===== config.mk =====
export PLATFORM = sky130hd
export DESIGN_NAME = sprite_blitter_flat
export DESIGN_NICKNAME = d
export VERILOG_FILES = /design/src/rtl/sprite_blitter_pkg.sv /design/src/rtl/sprite_blitter_if.sv /design/src/rtl/sprite_blitter_anim_ctrl.sv /design/src/rtl/sprite_blitter.sv /design/src/flat_wrapper.sv
export SDC_FILE = /design/constraint.sdc
export NUM_CORES = 1
export LEC_CHECK = 0
export CELL_PAD_IN_SITES_DETAIL_PLACEMENT = 0
export CELL_PAD_IN_SITES_GLOBAL_PLACEMENT = 2
export CORE_MARGIN = 2
export CORE_UTILIZATION = 28
export DETAILED_ROUTE_END_ITERATION = 7
export PLACE_DENSITY = 0.73
export SLEW_MARGIN = 0
export SYNTH_ARGS = -nofsm -noshare
export SYNTH_HDL_FRONTEND = slang
export SYNTH_SLANG_ARGS = --single-unit
export TNS_END_PERCENT = 20

===== constraint.sdc =====
create_clock -name vga_clk -period 6.6 [get_ports vga_clk]
set_clock_uncertainty 0.05 [all_clocks]
set_input_delay 1.32 -clock vga_clk [delete_from_list [all_inputs] [get_ports vga_clk]]
set_output_delay 1.32 -clock vga_clk [all_outputs]
set_load 0.01 [all_outputs]

===== src/rtl/sprite_blitter_pkg.sv =====
// Shared types and helpers for the sprite blitter slice.
// Holds the animation state enum, coordinate width and ROM address width helper.
// No logic here; imported by the interface, the top and the animation controller.
package sprite_pkg;

    localparam int COORD_W = 10;

    typedef enum logic [1:0] {
        IDLE = 2'd0,
        PLAY = 2'd1,
        HOLD = 2'd2,
        DONE = 2'd3
    } anim_state_t;

    // Address width needed to cover w*h texels per frame times n frames.
    function automatic int addr_w(input int w, input int h, input int n);
        int a;
        a = $clog2(w * h * n);
        return (a < 1) ? 1 : a;
    endfunction

    // Frame counter width; never narrower than one bit so N_FRAMES=1 still has a port.
    function automatic int frame_w(input int n);
        int a;
        a = $clog2(n);
        return (a < 1) ? 1 : a;
    endfunction

endpackage


===== src/rtl/sprite_blitter_if.sv =====
// Pixel-stream, control and ROM signals of one sprite blitter instance.
// slave  = the blitter (consumes raster/control, drives ROM address and pixel outputs).
// master = the surrounding video pipeline and ROM; no backpressure, one pixel per clock.
interface sprite_blitter_if
    import sprite_pkg::*;
#(
    parameter int IDX_W   = 4,
    parameter int ADDR_W  = 12,
    parameter int FRAME_W = 2
);
    logic [COORD_W-1:0] DrawX;
    logic [COORD_W-1:0] DrawY;
    logic               blank;
    logic               frame_tick;
    logic [COORD_W-1:0] sprite_x;
    logic [COORD_W-1:0] sprite_y;
    logic               flip_h;
    logic               flip_v;
    logic               anim_start;
    logic               anim_stop;
    logic               one_shot;
    logic [ADDR_W-1:0]  rom_addr;
    logic [IDX_W-1:0]   rom_data;
    logic               pix_on;
    logic [IDX_W-1:0]   pix_index;
    logic [FRAME_W-1:0] cur_frame;
    logic               anim_done;

    modport master (
        output DrawX, DrawY, blank, frame_tick, sprite_x, sprite_y,
               flip_h, flip_v, anim_start, anim_stop, one_shot, rom_data,
        input  rom_addr, pix_on, pix_index, cur_frame, anim_done
    );

    modport slave (
        input  DrawX, DrawY, blank, frame_tick, sprite_x, sprite_y,
               flip_h, flip_v, anim_start, anim_stop, one_shot, rom_data,
        output rom_addr, pix_on, pix_index, cur_frame, anim_done
    );
endinterface


===== src/rtl/sprite_blitter_anim_ctrl.sv =====
// Animation sequencer: picks the sprite frame from frame_tick pulses (loop or one-shot).
// Latency: cur_frame/anim_done are registered, updated on the edge that samples the event.
// No backpressure; ports: clk, rst, frame_tick, anim_start, anim_stop, one_shot -> cur_frame, anim_done.
module sprite_anim_ctrl
    import sprite_pkg::*;
#(
    parameter int N_FRAMES   = 4,
    parameter int FRAME_HOLD = 8,
    parameter int FRAME_W    = frame_w(N_FRAMES)
) (
    input  logic               clk,
    input  logic               rst,
    input  logic               frame_tick,
    input  logic               anim_start,
    input  logic               anim_stop,
    input  logic               one_shot,
    output logic [FRAME_W-1:0] cur_frame,
    output logic               anim_done
);
    localparam int HOLD_W = (FRAME_HOLD > 1) ? $clog2(FRAME_HOLD) : 1;
    localparam logic [FRAME_W-1:0] LAST_FRAME = FRAME_W'(N_FRAMES - 1);
    localparam logic [HOLD_W-1:0]  HOLD_LAST  = HOLD_W'(FRAME_HOLD - 1);

    anim_state_t        state_q, state_d;
    logic [HOLD_W-1:0]  hold_q, hold_d;
    logic [FRAME_W-1:0] frame_q, frame_d;
    logic               mode_q, mode_d;   // 1 = one-shot, latched at anim_start
    logic               done_q, done_d;
    logic [FRAME_W-1:0] frame_nxt;

    always_comb begin
        state_d   = state_q;
        hold_d    = hold_q;
        frame_d   = frame_q;
        mode_d    = mode_q;
        done_d    = done_q;
        frame_nxt = (frame_q == LAST_FRAME) ? '0 : frame_q + FRAME_W'(1);

        // anim_start overrides stop and any same-cycle tick.
        if (anim_start) begin
            state_d = PLAY;
            hold_d  = '0;
            frame_d = '0;
            mode_d  = one_shot;
            done_d  = 1'b0;
        end else begin
            case (state_q)
                PLAY: begin
                    if (anim_stop) begin
                        state_d = HOLD;
                    end else if (frame_tick) begin
                        if (hold_q == HOLD_LAST) begin
                            hold_d  = '0;
                            frame_d = frame_nxt;
                            // One-shot parks as soon as the last frame is shown.
                            if (mode_q && (frame_nxt == LAST_FRAME)) begin
                                state_d = DONE;
                                done_d  = 1'b1;
                            end
                        end else begin
                            hold_d = hold_q + HOLD_W'(1);
                        end
                    end
                end
                default: ;
            endcase
        end
    end

    always_ff @(posedge clk) begin
        if (rst) begin
            state_q <= IDLE;
            hold_q  <= '0;
            frame_q <= '0;
            mode_q  <= 1'b0;
            done_q  <= 1'b0;
        end else begin
            state_q <= state_d;
            hold_q  <= hold_d;
            frame_q <= frame_d;
            mode_q  <= mode_d;
            done_q  <= done_d;
        end
    end

    assign cur_frame = frame_q;
    assign anim_done = done_q;

endmodule


===== src/rtl/sprite_blitter.sv =====
// Positioned, scaled, flippable, animated sprite renderer producing palette index + coverage.
// Latency: 3 vga_clk cycles from DrawX/DrawY to pix_on/pix_index (ROM read is the middle stage).
// No backpressure: one pixel per clock. Ports: vga_clk, Reset, vga (slave modport of sprite_blitter_if).
module sprite_blitter
    import sprite_pkg::*;
#(
    parameter int SPR_W      = 24,
    parameter int SPR_H      = 24,
    parameter int N_FRAMES   = 4,
    parameter int SCALE_SH   = 0,
    parameter int FRAME_HOLD = 8,
    parameter int IDX_W      = 4,
    parameter int TRANSP_IDX = 0,
    parameter int ADDR_W     = addr_w(SPR_W, SPR_H, N_FRAMES)
) (
    input  logic          vga_clk,
    input  logic          Reset,
    sprite_blitter_if.slave vga
);
    localparam int FRAME_W  = frame_w(N_FRAMES);
    localparam int FRAME_SZ = SPR_W * SPR_H;
    localparam logic [COORD_W-1:0] BOX_W = COORD_W'(SPR_W << SCALE_SH);
    localparam logic [COORD_W-1:0] BOX_H = COORD_W'(SPR_H << SCALE_SH);

    // Shadow copies: only reloaded on frame_tick so a frame is drawn with one position.
    logic [COORD_W-1:0] sx_q, sx_d, sy_q, sy_d;
    logic               fh_q, fh_d, fv_q, fv_d;

    logic [ADDR_W-1:0]  rom_addr_q, rom_addr_d;
    logic               inbox_d1_q, inbox_d1_d, blank_d1_q, blank_d1_d;
    logic               inbox_d2_q, inbox_d2_d, blank_d2_q, blank_d2_d;
    logic               pix_on_q, pix_on_d;
    logic [IDX_W-1:0]   pix_index_q, pix_index_d;

    logic [FRAME_W-1:0] frame;

    logic signed [COORD_W:0] dx, dy;
    logic               in_x, in_y, inbox;
    logic [COORD_W-1:0] col_raw, row_raw, col, row;

    sprite_anim_ctrl #(
        .N_FRAMES   (N_FRAMES),
        .FRAME_HOLD (FRAME_HOLD),
        .FRAME_W    (FRAME_W)
    ) u_anim (
        .clk        (vga_clk),
        .rst        (Reset),
        .frame_tick (vga.frame_tick),
        .anim_start (vga.anim_start),
        .anim_stop  (vga.anim_stop),
        .one_shot   (vga.one_shot),
        .cur_frame  (frame),
        .anim_done  (vga.anim_done)
    );

    always_comb begin
        sx_d = vga.frame_tick ? vga.sprite_x : sx_q;
        sy_d = vga.frame_tick ? vga.sprite_y : sy_q;
        fh_d = vga.frame_tick ? vga.flip_h   : fh_q;
        fv_d = vga.frame_tick ? vga.flip_v   : fv_q;

        // Zero-extended 11-bit signed difference: sign bit set means left/above the sprite.
        dx = $signed({1'b0, vga.DrawX}) - $signed({1'b0, sx_q});
        dy = $signed({1'b0, vga.DrawY}) - $signed({1'b0, sy_q});

        in_x  = ~dx[COORD_W] && (dx[COORD_W-1:0] < BOX_W);
        in_y  = ~dy[COORD_W] && (dy[COORD_W-1:0] < BOX_H);
        inbox = in_x && in_y;

        col_raw = dx[COORD_W-1:0] >> SCALE_SH;
        row_raw = dy[COORD_W-1:0] >> SCALE_SH;
        col     = fh_q ? (COORD_W'(SPR_W - 1) - col_raw) : col_raw;
        row     = fv_q ? (COORD_W'(SPR_H - 1) - row_raw) : row_raw;

        // Outside the box the address parks on the frame base.
        if (!inbox) begin
            col = '0;
            row = '0;
        end

        rom_addr_d = ADDR_W'(frame) * ADDR_W'(FRAME_SZ)
                   + ADDR_W'(row) * ADDR_W'(SPR_W)
                   + ADDR_W'(col);
        inbox_d1_d = inbox;
        blank_d1_d = vga.blank;

        inbox_d2_d = inbox_d1_q;
        blank_d2_d = blank_d1_q;

        pix_on_d    = inbox_d2_q && blank_d2_q && (vga.rom_data != IDX_W'(TRANSP_IDX));
        pix_index_d = pix_on_d ? vga.rom_data : '0;
    end

    always_ff @(posedge vga_clk) begin
        if (Reset) begin
            sx_q        <= '0;
            sy_q        <= '0;
            fh_q        <= 1'b0;
            fv_q        <= 1'b0;
            rom_addr_q  <= '0;
            inbox_d1_q  <= 1'b0;
            blank_d1_q  <= 1'b0;
            inbox_d2_q  <= 1'b0;
            blank_d2_q  <= 1'b0;
            pix_on_q    <= 1'b0;
            pix_index_q <= '0;
        end else begin
            sx_q        <= sx_d;
            sy_q        <= sy_d;
            fh_q        <= fh_d;
            fv_q        <= fv_d;
            rom_addr_q  <= rom_addr_d;
            inbox_d1_q  <= inbox_d1_d;
            blank_d1_q  <= blank_d1_d;
            inbox_d2_q  <= inbox_d2_d;
            blank_d2_q  <= blank_d2_d;
            pix_on_q    <= pix_on_d;
            pix_index_q <= pix_index_d;
        end
    end

    assign vga.rom_addr  = rom_addr_q;
    assign vga.pix_on    = pix_on_q;
    assign vga.pix_index = pix_index_q;
    assign vga.cur_frame = frame;

endmodule

===== src/flat_wrapper.sv =====
// flat-port wrapper written by rule: the top's interface ports become plain ports
module sprite_blitter_flat import sprite_pkg::*;
#(
    parameter int SPR_W      = 24,
    parameter int SPR_H      = 24,
    parameter int N_FRAMES   = 4,
    parameter int SCALE_SH   = 0,
    parameter int FRAME_HOLD = 8,
    parameter int IDX_W      = 4,
    parameter int TRANSP_IDX = 0,
    parameter int ADDR_W     = addr_w(SPR_W, SPR_H, N_FRAMES)
)
  (vga_clk, Reset, vga_DrawX, vga_DrawY, vga_blank, vga_frame_tick, vga_sprite_x, vga_sprite_y, vga_flip_h, vga_flip_v, vga_anim_start, vga_anim_stop, vga_one_shot, vga_rom_data, vga_rom_addr, vga_pix_on, vga_pix_index, vga_cur_frame, vga_anim_done);
  sprite_blitter_if #(.IDX_W(IDX_W), .ADDR_W(ADDR_W)) vga_i ();
  input  logic vga_clk;
  input  logic Reset;
  input wire logic [$bits(vga_i.DrawX)-1:0] vga_DrawX;
  input wire logic [$bits(vga_i.DrawY)-1:0] vga_DrawY;
  input wire logic [$bits(vga_i.blank)-1:0] vga_blank;
  input wire logic [$bits(vga_i.frame_tick)-1:0] vga_frame_tick;
  input wire logic [$bits(vga_i.sprite_x)-1:0] vga_sprite_x;
  input wire logic [$bits(vga_i.sprite_y)-1:0] vga_sprite_y;
  input wire logic [$bits(vga_i.flip_h)-1:0] vga_flip_h;
  input wire logic [$bits(vga_i.flip_v)-1:0] vga_flip_v;
  input wire logic [$bits(vga_i.anim_start)-1:0] vga_anim_start;
  input wire logic [$bits(vga_i.anim_stop)-1:0] vga_anim_stop;
  input wire logic [$bits(vga_i.one_shot)-1:0] vga_one_shot;
  input wire logic [$bits(vga_i.rom_data)-1:0] vga_rom_data;
  output wire logic [$bits(vga_i.rom_addr)-1:0] vga_rom_addr;
  output wire logic [$bits(vga_i.pix_on)-1:0] vga_pix_on;
  output wire logic [$bits(vga_i.pix_index)-1:0] vga_pix_index;
  output wire logic [$bits(vga_i.cur_frame)-1:0] vga_cur_frame;
  output wire logic [$bits(vga_i.anim_done)-1:0] vga_anim_done;
  assign vga_i.DrawX = vga_DrawX;
  assign vga_i.DrawY = vga_DrawY;
  assign vga_i.blank = vga_blank;
  assign vga_i.frame_tick = vga_frame_tick;
  assign vga_i.sprite_x = vga_sprite_x;
  assign vga_i.sprite_y = vga_sprite_y;
  assign vga_i.flip_h = vga_flip_h;
  assign vga_i.flip_v = vga_flip_v;
  assign vga_i.anim_start = vga_anim_start;
  assign vga_i.anim_stop = vga_anim_stop;
  assign vga_i.one_shot = vga_one_shot;
  assign vga_i.rom_data = vga_rom_data;
  assign vga_rom_addr = vga_i.rom_addr;
  assign vga_pix_on = vga_i.pix_on;
  assign vga_pix_index = vga_i.pix_index;
  assign vga_cur_frame = vga_i.cur_frame;
  assign vga_anim_done = vga_i.anim_done;
  sprite_blitter #(.SPR_W(SPR_W), .SPR_H(SPR_H), .N_FRAMES(N_FRAMES), .SCALE_SH(SCALE_SH), .FRAME_HOLD(FRAME_HOLD), .IDX_W(IDX_W), .TRANSP_IDX(TRANSP_IDX), .ADDR_W(ADDR_W)) u_core (.vga_clk(vga_clk), .Reset(Reset), .vga(vga_i));
endmodule

* After elaboration in Yosys (flattened, before gate mapping) *
Cells that the tools add are included.

word-level totals
  register bits = 52
  latch bits = 0
  bits in writable memories = 0
  ROM bits = 0
  input bits = 53
  output and inout bits = 20
  memories = 0

operators by class
  add/sub/neg operators = 8
  $mul = 2
  divide/modulo/power cells = 0
  order comparisons = 2
  equality and inequality tests = 4
  shifts and indexed selects = 0
  muxes and demuxes = 12
  bitwise gates (word level) = 4
  reductions and logical operators = 21

operators with widths
  cell                                                  number
  two-way mux 10 bit                                    4
  subtractor 10 x 10 -> 11 bit                          2
  < comparator 10 x 5 -> 1 bit (second input constant)  2
  subtractor 5 x 10 -> 10 bit (first input constant)    2
  adder 12 x 10 -> 12 bit                               1
  adder 12 bit                                          1
  AND reduction 4 bit                                   3
  multiplier 10 x 2 -> 9 bit (second input constant)    1
  two-way mux 2 bit                                     5
  nonzero test 3 bit                                    3
  nonzero test 2 bit                                    4
  logical AND 1 bit                                     6
  multiplier 2 x 4 -> 6 bit (second input constant)     1
  AND reduction 5 bit                                   1
  == test 2 bit (second input constant)                 2
  NOT 1 bit                                             4
  nonzero test 4 bit                                    1
  OR reduction 2 bit                                    2
  adder 3 x 1 -> 3 bit (second input constant)          1
  == test 3 bit (second input constant)                 1
  two-way mux 3 bit                                     1
  AND reduction 3 bit                                   1
  adder 2 x 1 -> 2 bit (second input constant)          1
  == test 2 x 1 -> 1 bit (second input constant)        1
  two-way mux 1 bit                                     2

* Depth between registers and ports, before layout *
Gate-level depths: netlist (run 1).

  word-level depth = 10
  mapped depth = 29
  depth with buffers taken out = 27

* Cells and area by module *
From an unflattened synthesis (run 1), not the netlist that was laid out.

unflattened totals
  cells, all modules = 433
  area, all modules = 3,841.2 sq um

by module, submodules not included
  module            instances  cells an instance  area an instance (sq um)
  sprite_blitter    1          390                3,399.5
  sprite_anim_ctrl  1          43                 441.7

* Worst setup path before layout (run 1) *
Ideal clock, no wire load.

  path type = input port to flip-flop
  start = in vga_DrawX[0]
  end = reg u_core.rom_addr_q[11] (netlist: u_core.vga.rom_addr[11])
  library setup time = 0.130 ns
  arrival time = 6.364 ns
  path slack = 0.056 ns
  cell stages on the path = 28
  path buffers = 2
  cells stage by stage = inv_1 ha_1 inv_1 fa_1 a211oi_2 nor2_1 xor2_1 a2111oi_2 nand4_1 a2111oi_4 buf_6 buf_2 and2_1 ha_1 nand2_1 o211ai_2 or4b_1 nand2_1 a21oi_1 xor2_1 fa_1 inv_1 ha_1 nand2_1 o21ai_0 xnor2_1 o21ai_0 nor3b_2

between the ends
  cells in the longest elaborated chain, start to end = 8
  elaborated cells on any way between the ends = 12
  classes of those cells = add/sub: 4; mul: 1; order compare: 1; mux: 3; bitwise: 1; reduce/logical: 2

ends and longest elaborated chain
  item                                                              RTL line               RTL
  start, declared                                                   flat_wrapper.sv:17     input wire logic [$bits(vga_i.DrawX)-1:0] vga_DrawX;
  subtractor 10 x 10 -> 11 bit *                                    sprite_blitter.sv:63   dx = $signed({1'b0, vga.DrawX}) - $signed({1'b0, sx_q});
  < comparator 10 x 5 -> 1 bit / NOT 1 bit (equally long branches)  sprite_blitter.sv:66   in_x = ~dx[COORD_W] && (dx[COORD_W-1:0] < BOX_W);
  logical AND 1 bit                                                 sprite_blitter.sv:66
  logical AND 1 bit                                                 sprite_blitter.sv:68   inbox = in_x && in_y;
  two-way mux 10 bit                                                sprite_blitter.sv:76   if (!inbox) begin
  multiplier 10 x 2 -> 9 bit                                        sprite_blitter.sv:82   + ADDR_W'(row) * ADDR_W'(SPR_W)
  adder 12 bit                                                      sprite_blitter.sv:82
  adder 12 x 10 -> 12 bit *                                         sprite_blitter.sv:83   + ADDR_W'(col);
  end signal, assigned                                              sprite_blitter.sv:112  rom_addr_q <= rom_addr_d;
  end, declared                                                     sprite_blitter.sv:29   logic [ADDR_W-1:0] rom_addr_q, rom_addr_d;

Mark *: on every way between the ends. The rest lies on a longest branch, timed or not.
A chain may end at the register's enable or synchronous reset.

* Final worst setup path (run 1) *
  start = in vga_DrawY[1]
  end = reg u_core.rom_addr_q[11] (netlist: u_core.vga.rom_addr[11])

between the ends
  cells in the longest elaborated chain, start to end = 8
  elaborated cells on any way between the ends = 12
  classes of those cells = add/sub: 4; mul: 1; order compare: 1; mux: 3; bitwise: 1; reduce/logical: 2

ends and longest elaborated chain
  item                                                              RTL line              RTL
  start, declared                                                   flat_wrapper.sv:18    input wire logic [$bits(vga_i.DrawY)-1:0] vga_DrawY;
  subtractor 10 x 10 -> 11 bit *                                    sprite_blitter.sv:64  dy = $signed({1'b0, vga.DrawY}) - $signed({1'b0, sy_q});
  < comparator 10 x 5 -> 1 bit / NOT 1 bit (equally long branches)  sprite_blitter.sv:67  in_y = ~dy[COORD_W] && (dy[COORD_W-1:0] < BOX_H);
  logical AND 1 bit                                                 sprite_blitter.sv:67
  logical AND 1 bit                                                 sprite_blitter.sv:68
  two-way mux 10 bit                                                sprite_blitter.sv:76
  multiplier 10 x 2 -> 9 bit                                        sprite_blitter.sv:82
  adder 12 bit                                                      sprite_blitter.sv:82
  adder 12 x 10 -> 12 bit *                                         sprite_blitter.sv:83

Marked as above.

==> metrics.txt, run 1 <==
initial antenna violation count=0; Fmax=0.162 GHz; Main synth FF type=dfxtp_1; CP arrival=6.33 ns; layout cell share with drive strength beyond 1=0.181; CP endpoint kind=register; Design Power=0.923 mW; Ys Warns=0; P_sw=0.300 mW; clk slew on worst S/H paths=0.08 ns; post-layout util=0.397; hold path endpoint=u_core.inbox_d2_q$_SDFF_PP0_; R2R setup slack=1.29 ns; Relative slew margins=0.316; Crit Reg-Reg Endpoint=u_core.vga.rom_addr[11]$_SDFF_PP0_; placed cells=739; Worst Hold Depth=1; Die W=122 um; Placeable Area=13800 um^2; Net Sw Frac=0.325; P_leak=2.36 nW; first-pass GRT wire length=16.5 mm; GP Congestion=0.803; HP Class=register to register; post-synthesis cell type count=69; port bufs=72; Setup-failing EPs final=0; Syn Area/Cell=8.53 um^2; R2R Path Start=u_core.sx_q[0]$_SDFFE_PP0P_; synthesized flop and latch total=52; logic gate share of total power=0.334; Post-synth EDFFs=0; placed instance area=5100 um^2; period utilization=0.938; post-route ant nets=0; Post-layout nets=677; max_cap viols=0; Wirelength per Cell=13.1 um; worst skew pair latency=0.31 ns; area share of the largest cell type after synthesis=0.267; Final Critical Period=6.19 ns; Die ar.=14900 um^2; Slew Limit Fails=0; I/O pins=73; clock power share=0.307; drt initial violations=90; synth top area cells=dfxtp_1 27%, ha_1 14%, mux2i_1 7.2%, nor2_1 5.4%, inv_1 3.7%; CTS tree=built; setup slack after layout=0.409 ns; clock sinks=52; measured slew at the worst slew-check pin=1.01 ns; Post-synth ARST share=0; Fin Hold WS=0.402 ns; Worst path max stage delay=0.50 ns; FP Rows=43; # DRC=0; endpoints failing hold=0; critical hold path startpoint=u_core.inbox_d1_q$_SDFF_PP0_; pre-CTS setup slack=-0.390 ns; # H-tree levels=2; Synth area leader=dfxtp_1; drt pass-1 iters=4; Syn Inst Count=458; vias in the first global route=3552; DR vias/cell=4.62; Startpoint Class=primary input; Post-Synthesis Cell Area=3900 um^2; gr usage total=0.139; area delta synth->final=40.0%; outcome=complete, no violations; Worst path slowest cell=fa_1; Initial Util=0.284; RSZ-0062 raised after global routing=no; CTS buffer count=5; power density cells=169 nW/um^2; VDD IR max=86.8 uV; WP data required=6.74 ns; clock buffer depth=2; Sum Neg Setup Slack=0 ns; Seq/Total Area, Yosys=0.267; largest net degree at the start of global routing=41; ANT cells=0; die height=122 um; worst reg2reg path depth=25; Flop pwr share=0.359; routed wire length=9.91 mm; non-filler cells, final=756; crit path max fanout=4; hpwl dp=7.47 mm; Clock Root Buffer=clkbuf_16; crit-path cells=clkdlybuf4s50_1, fa_2, a211oi_4, nor3_2, nor3b_2, a2111oi_2, nand4_1, a2111oi_4, and2_4, ha_4, nand2_2, o211ai_2, or4b_4, nand2_2, a21oi_2, xor2_1, fa_1, inv_2, ha_4, nand2_2, o21ai_2, xnor2_1, o21ai_1, nor3b_2; Power Internal=0.623 mW; vias post-DR=3492; grt total ovfl=0; CP Class=primary input to register; design area=5470 um^2; most used cell, CP=nand2_2
-- state kept, by name (all words and copies together), names as in the netlist, 2 cells and up --
register / flops
u_core.sy_q: 10
u_core.vga.rom_addr: 12
u_core.u_anim.cur_frame: 2
u_core.sx_q: 10
u_core.u_anim.state_q: 2
u_core.vga.pix_index: 4
u_core.u_anim.hold_q: 3
-- power by group through the flow --
| stage | sequential, mW | clock [mW] | combinational (mW) |
|---|---|---|---|
| after floorplan | 0.336 | 0 | 0.189 |
| after global placement | 0.339 | 0 | 0.294 |
| after detailed placement | 0.339 | 0 | 0.293 |
| after CTS | 0.332 | 0.296 | 0.295 |
| after global routing | 0.333 | 0.308 | 0.344 |
| final | 0.332 | 0.284 | 0.308 |
-- area by class of cell --
| class | count | area [um^2] |
|---|---|---|
| Fill cell | 1463 | 8310 |
| Multi-Input combinational cell | 350 | 2760 |
| Timing Repair Buffer | 127 | 1140 |
| Sequential cell | 52 | 1040 |
| Tap cell | 180 | 225 |
| Inverter | 39 | 146 |
| Clock buffer | 5 | 125 |
| Clock inverter | 3 | 25.0 |
-- layer usage --
layer  share of wire  up-vias  routed length [um]  GRT usage
met5               0        -                   0          0
met4           0.012        0                 119     0.0402
met3           0.044        9                 440     0.0323
met2            0.46       53                4580      0.234
met1            0.48     1612                4760      0.178
li1                -     1818                   -          -
-- cells in the mapped netlist, drive strengths merged (3+ instances only) --
library cell and n:
mux2i 28, fa 6, and2 10, o21ai 17, a211oi 7, nor2 56, dfxtp 52, nor3 11
ha 43, clkbuf 9, a21oi 28, nand2 27, buf 11, nand3 3, a21o 6, and3 5
nand4 3, inv 39, a2111oi 3, nor2b 8, o211ai 5, xor2 9, o21bai 4, nand2b 10
xnor2 17, nor3b 5
-- critical path, delay by kind of cell --
kind	cells	cell delay, ns
buf+inv	2	0.51
xor+xnor	2	0.35
compound gates	7	1.33
simple gates	9	1.51
fa+ha+maj	4	1.30
-- logic make-up after synthesis --
family | count (synthesis) | share of synthesized area
compound gates | 93 | 0.173
xor+xnor | 26 | 0.0622
fa+ha+maj | 49 | 0.169
buf+inv | 59 | 0.0641
flops | 52 | 0.267
mux | 29 | 0.0747
other cells | 1 | 0.000960
simple gates | 149 | 0.190
-- layout by cell type, fill, tap and decap left out, types with 9 or more instances in the layout --
cell type,count
nand2b_1,10
clkdlybuf4s50_1,69
ha_1,37
buf_4,54
nand2_1,24
o21ai_0,13
xor2_1,9
a21oi_1,23
xnor2_1,15
inv_1,35
nor2_1,56
mux2i_1,28
dfxtp_1,52
nor3_1,10
-- worst max path at each step --
stage | startpoint | endpoint | slack, ns | cells after the start
2_1_floorplan | vga_DrawX[0] | u_core.vga.rom_addr[11]$_SDFF_PP0_ | 0.06 | 28
3_3_place_gp | vga_DrawX[0] | u_core.vga.rom_addr[11]$_SDFF_PP0_ | -0.25 | 27
3_5_place_dp | vga_DrawX[0] | u_core.vga.rom_addr[11]$_SDFF_PP0_ | -0.39 | 27
4_1_cts | vga_DrawX[0] | u_core.vga.rom_addr[11]$_SDFF_PP0_ | 0.04 | 27
5_1_grt | vga_DrawY[1] | u_core.vga.rom_addr[11]$_SDFF_PP0_ | 0.05 | 24
6_report | vga_DrawY[1] | u_core.vga.rom_addr[11]$_SDFF_PP0_ | 0.41 | 24
-- what timing repair did --
| item | 4_1_cts | 5_1_grt |
|---|---|---|
| endpoints found under the setup margin | 1 | 4 |
| hold buffers | 0 | 0 |
| resized for setup | 0 | 35 |
| pin swaps | 2 | 25 |
| setup buffers | 0 | 9 |
| hold endpoints to repair | 0 | 0 |
Power figures use the tool's default switching activity.
==> run 2, diff against run 1 <==
--- a/config.mk
+++ b/config.mk
@@ -9,6 +9,7 @@
 export CELL_PAD_IN_SITES_GLOBAL_PLACEMENT = 2
 export CORE_MARGIN = 2
 export CORE_UTILIZATION = 28
+export CTS_CLUSTER_SIZE = 30
 export DETAILED_ROUTE_END_ITERATION = 7
 export PLACE_DENSITY = 0.73
 export SLEW_MARGIN = 0
==> results of run 2 <==
No change in the layout: final DEF, timing and power equal those of run 1.
